## config.mk

```make
export PLATFORM = sky130hd
export DESIGN_NAME = shift_deserializer
export DESIGN_NICKNAME = d
export VERILOG_FILES = /design/src/rtl/shift_deserializer.sv
export SDC_FILE = /design/constraint.sdc
export NUM_CORES = 1
export LEC_CHECK = 0
export ABC_AREA = 1
export CORE_AREA = 2 2 56 58
export DETAILED_ROUTE_END_ITERATION = 7
export DIE_AREA = 0 0 58 60
export GPL_ROUTABILITY_DRIVEN = 0
export GPL_TIMING_DRIVEN = 0
export PLACE_DENSITY_LB_ADDON = 0.12
export SETUP_SLACK_MARGIN = 0.2
export SYNTH_ARGS = -nofsm -noshare
export SYNTH_HDL_FRONTEND = slang
export SYNTH_SLANG_ARGS = --single-unit
```

## constraint.sdc

```tcl
create_clock -name clk -period 4 [get_ports clk]
set_input_delay 0.8 -clock clk [delete_from_list [all_inputs] [get_ports clk]]
set_output_delay 0.8 -clock clk [all_outputs]
set_load 0.1 [all_outputs]
```

## src/rtl/shift_deserializer.sv

```systemverilog
// Serial-in, parallel-out receiver for the shift-register link.
// Assembles WIDTH-bit words and hands them off on a one-entry valid/ready slot.
module shift_deserializer #(
    parameter int WIDTH = 8,
    parameter int CW    = $clog2(WIDTH)
) (
    input  logic             clk,
    input  logic             reset,
    input  logic             shift_dir,
    input  logic             ser_valid,
    input  logic             ser_in,
    input  logic             clear,
    output logic [WIDTH-1:0] data_out,
    output logic             data_valid,
    input  logic             data_ready,
    output logic             overflow,
    output logic [CW-1:0]    bit_count
);

    typedef enum logic {
        IDLE,
        ACCUM
    } state_t;

    localparam logic [CW-1:0] LAST = CW'(WIDTH - 1);

    state_t           state;
    logic [WIDTH-1:0] sr;
    logic             dir_lat;

    logic             accept;
    logic             cur_dir;
    logic             last_bit;
    logic             slot_free;
    logic [WIDTH-1:0] shifted;

    assign accept    = ser_valid & ~clear;
    // The first bit of a word uses the live direction; later bits the latched one.
    assign cur_dir   = (state == IDLE) ? shift_dir : dir_lat;
    assign last_bit  = (bit_count == LAST);
    assign slot_free = ~data_valid | data_ready;
    assign shifted   = cur_dir ? {sr[WIDTH-2:0], ser_in}
                               : {ser_in, sr[WIDTH-1:1]};

    always_ff @(posedge clk or negedge reset) begin
        if (!reset) begin
            state      <= IDLE;
            sr         <= '0;
            bit_count  <= '0;
            dir_lat    <= 1'b1;
            data_out   <= '0;
            data_valid <= 1'b0;
            overflow   <= 1'b0;
        end else if (clear) begin
            state      <= IDLE;
            sr         <= '0;
            bit_count  <= '0;
            data_valid <= 1'b0;
            overflow   <= 1'b0;
        end else begin
            if (data_valid && data_ready) begin
                data_valid <= 1'b0;
            end
            if (accept) begin
                if (state == IDLE) begin
                    dir_lat <= shift_dir;
                end
                if (last_bit) begin
                    state     <= IDLE;
                    sr        <= '0;
                    bit_count <= '0;
                    if (slot_free) begin
                        data_out   <= shifted;
                        data_valid <= 1'b1;
                    end else begin
                        overflow <= 1'b1;
                    end
                end else begin
                    state     <= ACCUM;
                    sr        <= shifted;
                    bit_count <= bit_count + CW'(1);
                end
            end
        end
    end

endmodule

```

# Word-level counts from Yosys, hierarchy flattened

Cells that the tools add are included.

Latch bits: 0
Bits in registers: 23
Logic and storage cells: 40
Bits of input ports: 7
Memory bits (writable): 0
Memory bits (read-only): 0
Memories: 0
Output and inout bits: 13

Reductions and logical operators: 6
Order comparisons: 0
Shift operators: 0
Div/mod/pow operators: 0
Bitwise logic cells: 4
Add/subtract/negate cells: 1
Equality and inequality tests: 2
Muxes and demuxes: 20
$mul: 0

Operator list:

| kind                                         | number |
|---|---|
| two-way mux 8 bit                            | 4 |
| two-way mux 1 bit                            | 13 |
| two-way mux 3 bit                            | 3 |
| AND reduction 4 bit                          | 1 |
| nonzero test 2 bit                           | 2 |
| adder 3 x 1 -> 3 bit, second input constant  | 1 |
| == test 3 bit, second input constant         | 1 |
| AND reduction 3 bit                          | 1 |
| inequality test 2 bit, second input constant | 1 |
| NOT 1 bit                                    | 2 |
| AND reduction 2 bit                          | 1 |
| AND 1 bit                                    | 1 |
| logical AND 1 bit                            | 1 |
| bitwise OR 1 bit                             | 1 |

# Longest topological paths before layout

Gate-level depths: netlist of the first run.

Word-level depth: 6
Mapped depth: 7
Mapped depth without buffers: 7

# Worst setup path before layout of the first run

Ideal clock, no wire load.

Kind: register to register
Start: reg bit_count[0]
End: reg data_out[0]
Data required time: 3880 ps
Slack: 1981 ps
Path buffers: 0
Data arrival time: 1899 ps
Clock period less this slack: 2019 ps
Setup time: 120 ps
Stages on the path, launching flop included: 8
Cell sequence: dfrtp_1 > ha_1 > ha_1 > nand3_2 > nor2_4 > inv_2 > nand2_1 > nand2_1

Cells in the longest elaborated chain, start to end: 2

RTL lines:

| item                                 | RTL line | text |
|---|---|---|
| start: declaration                   | 17       | `output logic [CW-1:0] bit_count` |
| start signal: assignment             | 81       | `bit_count <= bit_count + CW'(1);` |
| == test 3 bit                        | 40       | `assign last_bit = (bit_count == LAST);` |
| AND reduction 4 bit (no source line) | -        |  |
| end signal: assignment               | 73       | `data_out <= shifted;` |
| end: declaration                     | 13       | `output logic [WIDTH-1:0] data_out,` |

Every way passes these cells.
A chain may end at the register's enable or synchronous reset.

# Worst setup path in the final report of the first run

Start: reg bit_count[0]
End: out bit_count[0]

No word-level cell between the ends.

==> run metrics, run 1 <==
status completed; Seq cells post-synth 23; Post-Syn Instances roughly 130; die width 58 um; worst min-delay path startpoint data_out[2]; Clock Sinks 23; initial antenna violation count 0; vias per std cell 4.94; Slew Viols, Final 0; Critical Path RT 3200 ps; CP top delay family buffers and inverters; Slew @ Worst Pin 1030 ps; Hold Buf Count CTS 0; post-synthesis sequential area ratio 52.8%; Synth cell types 17; Worst Path Max Fanout 4; setup_tns 0 ps; clk_lat worst skew roughly 310 ps; ANT cells 0; Pwr Density 322 mW/mm^2; global-route wire length before repair 3810 um; FF-to-FF End data_out[7]; CTS tree yes; Layout area overhead 23.7%; hold path depth 2; Initial Utilization 37.6%; final core occ 46.6%; DIE AREA 0.00348 mm^2; Root Buffer clkbuf_4; cell area after layout between 0.001 and 0.0015 mm^2; vias in the first global route 853; DRC 0; Slew HR 31.0%; Nets ~170; Hold EP data_out[2]; CP Data Arrival Time 1880 ps; Die Ht 60 um; Synth async-reset ratio 100%; leading area contributor after synthesis dfrtp_1; Finish-stage setup viols 0; R2R setup slack around 2500 ps; gr usage total 14.6%; FF-to-FF path depth 7; Longest Clk Path Bufs 2; Yosys top cell area share 50.4%; syn_area_per_cell about 8.3 um^2; count leader, synth nand2_1; Peak VDD IR 0.000216 V; CP Capture Type output port; maximum capacitance violations 0; final clock period utilization by the worst path 67.1%; number of iterations in the first detailed-routing pass 4; maximum number of pins on one net before global-route repair 24; H-tree level count 1; Critical Path Max Stage Delay between 1000 and 1500 ps; post-CTS setup buffer count 0; DR vias 924; clock slew at reported path FFs 130 ps; Most used DFF post-synth dfrtp_1; number of port buffers 19; min cycle time layout 2680 ps; pre-CTS WS 1680 ps; CTS resizes 0; LEAKAGE 0.727 nW; CP Buf/Inv Count 1; post-route antenna net violation count 0; Post-Syn Area between 0.001 and 0.0015 mm^2; final hold violations 0; layout cells sized above 1 10.4%; HP Class reg2reg; initial DRC count 26; final worst slack between 1000 and 1500 ps; GRT overflow 0; Synth warnings 0; clk_skew around 4.3 ps; reg-to-reg startpoint bit_count[0]; Post-Place Cell Area 0.00132 mm^2; Syn Nets 141; Worst setup SP type flop; Core ar. 0.00290 mm^2; Post-synth EDFFs 0; most instantiated cells after synthesis nand2_1 (40), nand3_1 (34), dfrtp_1 (22); FP Rows 20; cts bufs inserted 3; crit path cell chain clkdlybuf4s50_1; FMAX 0.373 GHz; RSZ-0062 raised after global routing no; classification of the worst setup path reg2out; Routed WL 2250 um; hpwl dp approximately 1600 um; Worst path depth 1; Area contributors post-synth dfrtp_1 (50%), nand3_1 (16%), nand2_1 (14%); DR WL/cell 12.0 um; top-level port count 20; slowest CP cell clkdlybuf4s50_1
## layout by cell type (no fill, tap or decap)
cell type,Yosys,layout
nor2_1,1,1
dfstp_2,1,1
dfrtp_1,22,22
clkdlybuf4s50_1,0,19
o21ai_0,2,2
nand3_1,34,34
nand3_2,1,1
clkbuf_4,0,3
ha_1,3,3
inv_1,13,13
clkinv_2,0,1
nor2_2,1,1
nor2_4,1,1
nand2_2,3,3
or2_1,1,1
a22o_1,2,2
o21ai_1,1,1
inv_2,4,4
nand2_1,40,40
buf_2,1,1
## report_power, final
part,internal [mW],switching (mW)
combinational,0.0235,0.0541
sequential,0.243,0.00638
clock,0.0373,0.0701
total,0.304,0.131
## cells by family after synthesis
| logic type | Yosys count | synth area share [%] |
|---|---|---|
| simple gates | 82 | 34.5 |
| flops | 23 | 52.8 |
| buf+inv | 18 | 6.30 |
| compound gates | 5 | 2.98 |
| fa+ha+maj | 3 | 3.44 |
## layer usage
metal / vias up / part of all wire [%] / GRT usage (%)
met5: - / 0 / 0
met4: 0 / 0.76 / 5.98
met3: 2 / 5.1 / 2.60
met2: 28 / 46 / 23.1
met1: 423 / 48 / 19.8
li1: 471 / - / -
## sequential cells by signal (all words and copies together), names as in the netlist
name        count
bit_count       3
dir_lat         1
data_valid      1
state           1
overflow        1
data_out        8
sr              8
## how the worst max path moves through the flow
stage,startpoint,endpoint,slack [ps]
3_3_place_gp,bit_count[0],bit_count[0],1680
5_1_grt,bit_count[0],bit_count[0],1260
4_1_cts,bit_count[2],bit_count[2],1300
2_1_floorplan,bit_count[0],data_out[0],1980
3_5_place_dp,bit_count[2],bit_count[2],1680
6_report,bit_count[0],bit_count[0],1320
## per-stage QoR
stage                     std cells  hold slack, ps  power [mW]
after detailed placement        183             466       0.332
after global routing            187             517       0.463
after CTS                       187             498       0.443
after global placement          183             462       0.331
after floorplan                 131             449       0.306
final                           187             493       0.435
## cell type report
| class | instances | area [um^2] |
|---|---|---|
| plain buffers | 1 | 5.00 |
| repair buffers | 19 | 190 |
| clock inverters | 1 | 5.00 |
| inverters | 17 | 63.8 |
| fillers | 311 | 1550 |
| clock buffers | 3 | 22.5 |
| flip-flops and latches | 23 | 577 |
| multi-input cells | 90 | 447 |
| well taps | 33 | 41.3 |
(Power assumes the default switching activity.)
==> run 2, diff against run 1 <==
Clock period 4 ns to 2.5 ns, I/O delays scaled along.
==> run 2 against run 1 <==
Setup slack got worse by 920 ps; register-to-register slack got worse by 1500 ps; clock power rose by 61%; utilization fell by 0.56 points; clock-buffer cell count did not move; die area did not move; critical path type unchanged.
==> run metrics, run 2 (synthesized netlist as in run 1, its figures left out) <==
vias in the first global route 853; FP Rows 20; maximum number of pins on one net before global-route repair 24; Peak VDD IR between 0.0003 and 0.0004 V; Total Power a little under 700 uW; Finish-stage setup viols 0; final clock period utilization by the worst path 84.0%; CP Data Arrival Time about 1600 ps; clk_skew around 4.3 ps; number of iterations in the first detailed-routing pass 4; Slew Viols, Final 0; Pwr Density 519 mW/mm^2; RSZ-0062 raised after global routing no; die width between 50 and 60 um; crit path cell chain dlygate4sd2_1; post-route antenna net violation count 0; Top Metal Used met4; Die Ht 60 um; CP Capture Type output port; Initial Utilization 37.6%; Clock Sinks 23; post-CTS setup buffer count 0; clock slew at reported path FFs 130 ps; HP Class reg2reg; commonest non-fill, non-tap cell in the layout nand2_1; Worst path depth 1; Core ar. 0.00290 mm^2; gr usage total between 10 and 15%; DIE AREA 0.00348 mm^2; met3 wire len approximately 110 um; global-route wire length before repair about 3800 um; Nets about 170; setup_tns 0 ps; hold path depth 2; GRT overflow 0; DRC 0; initial antenna violation count 0; top-level port count 20; Worst setup SP type flop; largest registers data_out: 8 flops, sr: 8 flops, bit_count: 3 flops; number of port buffers 19; cts bufs inserted 3; Slew HR 30.9%; final core occ 46.0%; initial DRC count 26; Root Buffer clkbuf_4; ANT cells 0; Critical Path Max Stage Delay between 800 and 900 ps; vias per std cell 4.94; Routed WL 2250 um; CTS tree yes; Slew @ Worst Pin 1030 ps; CP top delay family buffers and inverters; clk_lat worst skew slightly above 300 ps; FF-to-FF path depth 7; commonest non-fill, non-tap cells in the layout nand2_1 (40), nand3_1 (34), dfrtp_1 (22), inv_1 (13), dlygate4sd2_1 (13); maximum capacitance violations 0; final hold violations 0; hold_ws 488 ps; Layout area overhead 22.2%; slowest CP cell dlygate4sd2_1; wl on met1 1090 um; Critical Path RT around 2000 ps; FMAX 0.476 GHz; classification of the worst setup path reg2out; CTS resizes 13; met2 wire length 1030 um; Longest Clk Path Bufs 2; min cycle time layout 2100 ps; layout cells sized above 1 roughly a tenth; H-tree level count 1; DR WL/cell 12.0 um; hpwl dp 1650 um; DR vias 923; status completed; Hold Buf Count CTS 0; Worst Path Max Fanout 4; CP Buf/Inv Count 1; LEAKAGE 0.788 nW
## run 2: cell count changes in the layout (fill, tap and decap cells not counted), sizes merged
cell,change
clkdlybuf4s50,-13
dlygate4sd2,+13
## run 2: final timing paths
kind | from | to | slack (ps)
max reg2reg | bit_count[0] | data_out[7] | 1010
max | bit_count[0] | bit_count[0] | 400
max in group asynchronous | reset | sr[6] | 1140
min in group asynchronous | reset | data_out[0] | 740
min reg2reg | data_out[2] | data_out[2] | 490
min | data_out[2] | data_out[2] | 490
## run 2: layout make-up
class | count | area (um^2)
plain buffers | 1 | 5.00
well taps | 33 | 41.3
fillers | 311 | 1570
multi-input cells | 90 | 447
flip-flops and latches | 23 | 577
inverters | 17 | 63.8
clock buffers | 3 | 22.5
repair buffers | 19 | 174
clock inverters | 1 | 5.00
## run 2: stage by stage
stage	cells	instance area [um^2]	setup slack [ps]
floorplan	131	1090	481
global placement	183	1320	477
detailed placement	183	1320	477
CTS	187	1340	380
global route	187	1340	348
finish	187	1340	401
## run 2: per-layer routing
| metal | GRT usage, % | vias up |
|---|---|---|
| li1 | - | 471 |
| met1 | 19.8 | 422 |
| met2 | 23.1 | 28 |
| met3 | 2.60 | 2 |
| met4 | 5.98 | 0 |
| met5 | 0 | - |
## run 2: worst register-to-register path, stage by stage, from the launching register on
cell and delay (ps):
dfrtp_1 420, ha_1 190, ha_1 200, nand3_2 120, nor2_4 220, inv_2 120, nand2_1 80, nand2_1 50
## run 2: where the power goes
part	total, mW	internal (mW)	switching, mW
Combinational	0.122	0.0353	0.0865
Clock	0.172	0.0597	0.112
Sequential	0.399	0.389	0.0101
==> run 3, diff against run 2 <==
Clock period 2.5 ns to 2 ns, I/O delays scaled along.
==> run 3 against run 2 <==
Cell area increased by 2.7%; non-clock buffer count unchanged; first-iteration DRC count decreased by 23%; die area unchanged; total power increased by 25%; sequential share of layout area decreased by 0.87 points; global-route usage increased by 0.11 points; largest cell class unchanged; highest routed layer unchanged.
==> run metrics, run 3 (synthesized netlist as in run 1, its figures left out) <==
status completed; H-tree level count 1; FP Rows 20; placed cell count about 180; Layout Cells excl Fill around 190; setup_tns 0 ps; DIE AREA 0.00348 mm^2; die width 58 um; slowest CP cell clkdlybuf4s15_2; pre-CTS WS 94.8 ps; Slew HR 31.4%; Layout area overhead 25.5%; maximum capacitance violations 0; final clock period utilization by the worst path 83.7%; CP Capture Type output port; crit path cell chain clkdlybuf4s15_2; vias per std cell about 5; Nets 165; reg-to-reg startpoint bit_count[0]; Hold Buf Count CTS 0; classification of the worst setup path reg2out; top-level port count 20; Post-Place Cell Area 0.00133 mm^2; final core occ 47.2%; CTS tree yes; Die Ht 60 um; Worst Path Max Fanout 4; CP Buf/Inv Count 1; # fillers slightly below 300; vias in the first global route 903; number of iterations in the first detailed-routing pass 4; ANT cells 0; largest registers data_out: 8 flops, sr: 8 flops, bit_count: 3 flops; Peak VDD IR around 0.00033 V; CP Data Arrival Time 1270 ps; initial antenna violation count 0; LEAKAGE 0.727 nW; commonest non-fill, non-tap cells in the layout nand2_1 (40), nand3_1 (34), dfrtp_1 (19), inv_1 (13), clkdlybuf4s15_2 (13); gr usage total 14.7%; post-CTS setup buffer count 0; DRC 0; Root Buffer clkbuf_4; Core ar. 0.00290 mm^2; DR WL/cell around 12 um; post-route antenna net violation count 0; final worst slack 326 ps; cts bufs inserted 3; min cycle time layout 1670 ps; number of port buffers 19; Clock Sinks 23; initial DRC count 20; Worst setup SP type flop; Slew @ Worst Pin 1030 ps; clk_lat worst skew 300 ps; commonest non-fill, non-tap cell in the layout nand2_1; RSZ-0062 raised after global routing no; clock slew at reported path FFs 130 ps; Routed WL 2230 um; GRT overflow 0; DR vias between 900 and 1,000; Finish-stage setup viols 0; clk_skew 5.72 ps; HP Class reg2reg; FMAX 0.597 GHz; final hold violations 0; Longest Clk Path Bufs 2; global-route wire length before repair 3930 um; Critical Path Max Stage Delay 560 ps; maximum number of pins on one net before global-route repair 24; layout cells sized above 1 20.8%; CP top delay family buffers and inverters; Critical Path RT roughly 1600 ps; CTS resizes 39; worst min-delay path startpoint data_out[0]; CP Launch Point bit_count[2]; cell area after layout 0.00137 mm^2; hpwl dp roughly 1600 um; Initial Utilization 37.6%; Slew Viols, Final 0; Pwr Density 630 mW/mm^2
-- run 3: changes by cell type in the layout (fill, tap and decap cells not counted) --
cell,delta
clkdlybuf4s15_2,+13
dlygate4sd2_1,-13
dfrtp_1,-3
dfrtp_2,+3
-- run 3: metrics by stage --
stage,hold slack (ps),power (mW)
global placement,462,0.662
global route,512,0.921
detailed placement,465,0.664
CTS,501,0.878
finish,494,0.864
floorplan,104,0.612
-- run 3: layout make-up --
class                      instances  area [um^2]  share of cell area, %
timing repair buffer              19          206                   15.1
sequential                        23          581                   42.3
tap                               33         41.3                   3.01
buffer                             1         5.00                  0.365
clock inverter                     1         5.00                  0.365
inverter                          17         63.8                   4.65
clock buffer                       3         22.5                   1.64
multi-input combinational         90          447                   32.6
-- run 3: metal layers --
| metal | wire [um] | vias to the layer above | GRT usage [%] |
|---|---|---|---|
| met3 | 94 | 4 | 2.16 |
| li1 | - | 472 | - |
| met5 | 0 | - | 0 |
| met1 | 1090 | 425 | 20.1 |
| met4 | 26 | 0 | 5.65 |
| met2 | 1010 | 24 | 23.5 |
-- run 3: worst paths after layout --
check                                to  slack [ps]  cells past startpoint
min                         data_out[0]         490                      2
min reg2reg                 data_out[0]         490                      2
max                        bit_count[2]         330                      1
min in group asynchronous   data_out[3]         640                      1
max reg2reg                       sr[2]         530                      5
max in group asynchronous  bit_count[0]         670                      1
-- run 3: power by group --
part	leakage, nW	internal [mW]	switching [mW]
sequential	0.307	0.487	0.0128
clock	0.0177	0.0745	0.135
combinational	0.402	0.0458	0.108
total	0.727	0.607	0.256
-- run 3: worst register-to-register path, stage by stage (launching register included) --
cell,delay (ps)
dfrtp_2,440
ha_1,230
ha_1,220
nor2_2,310
nand3_1,140
nand2_1,80
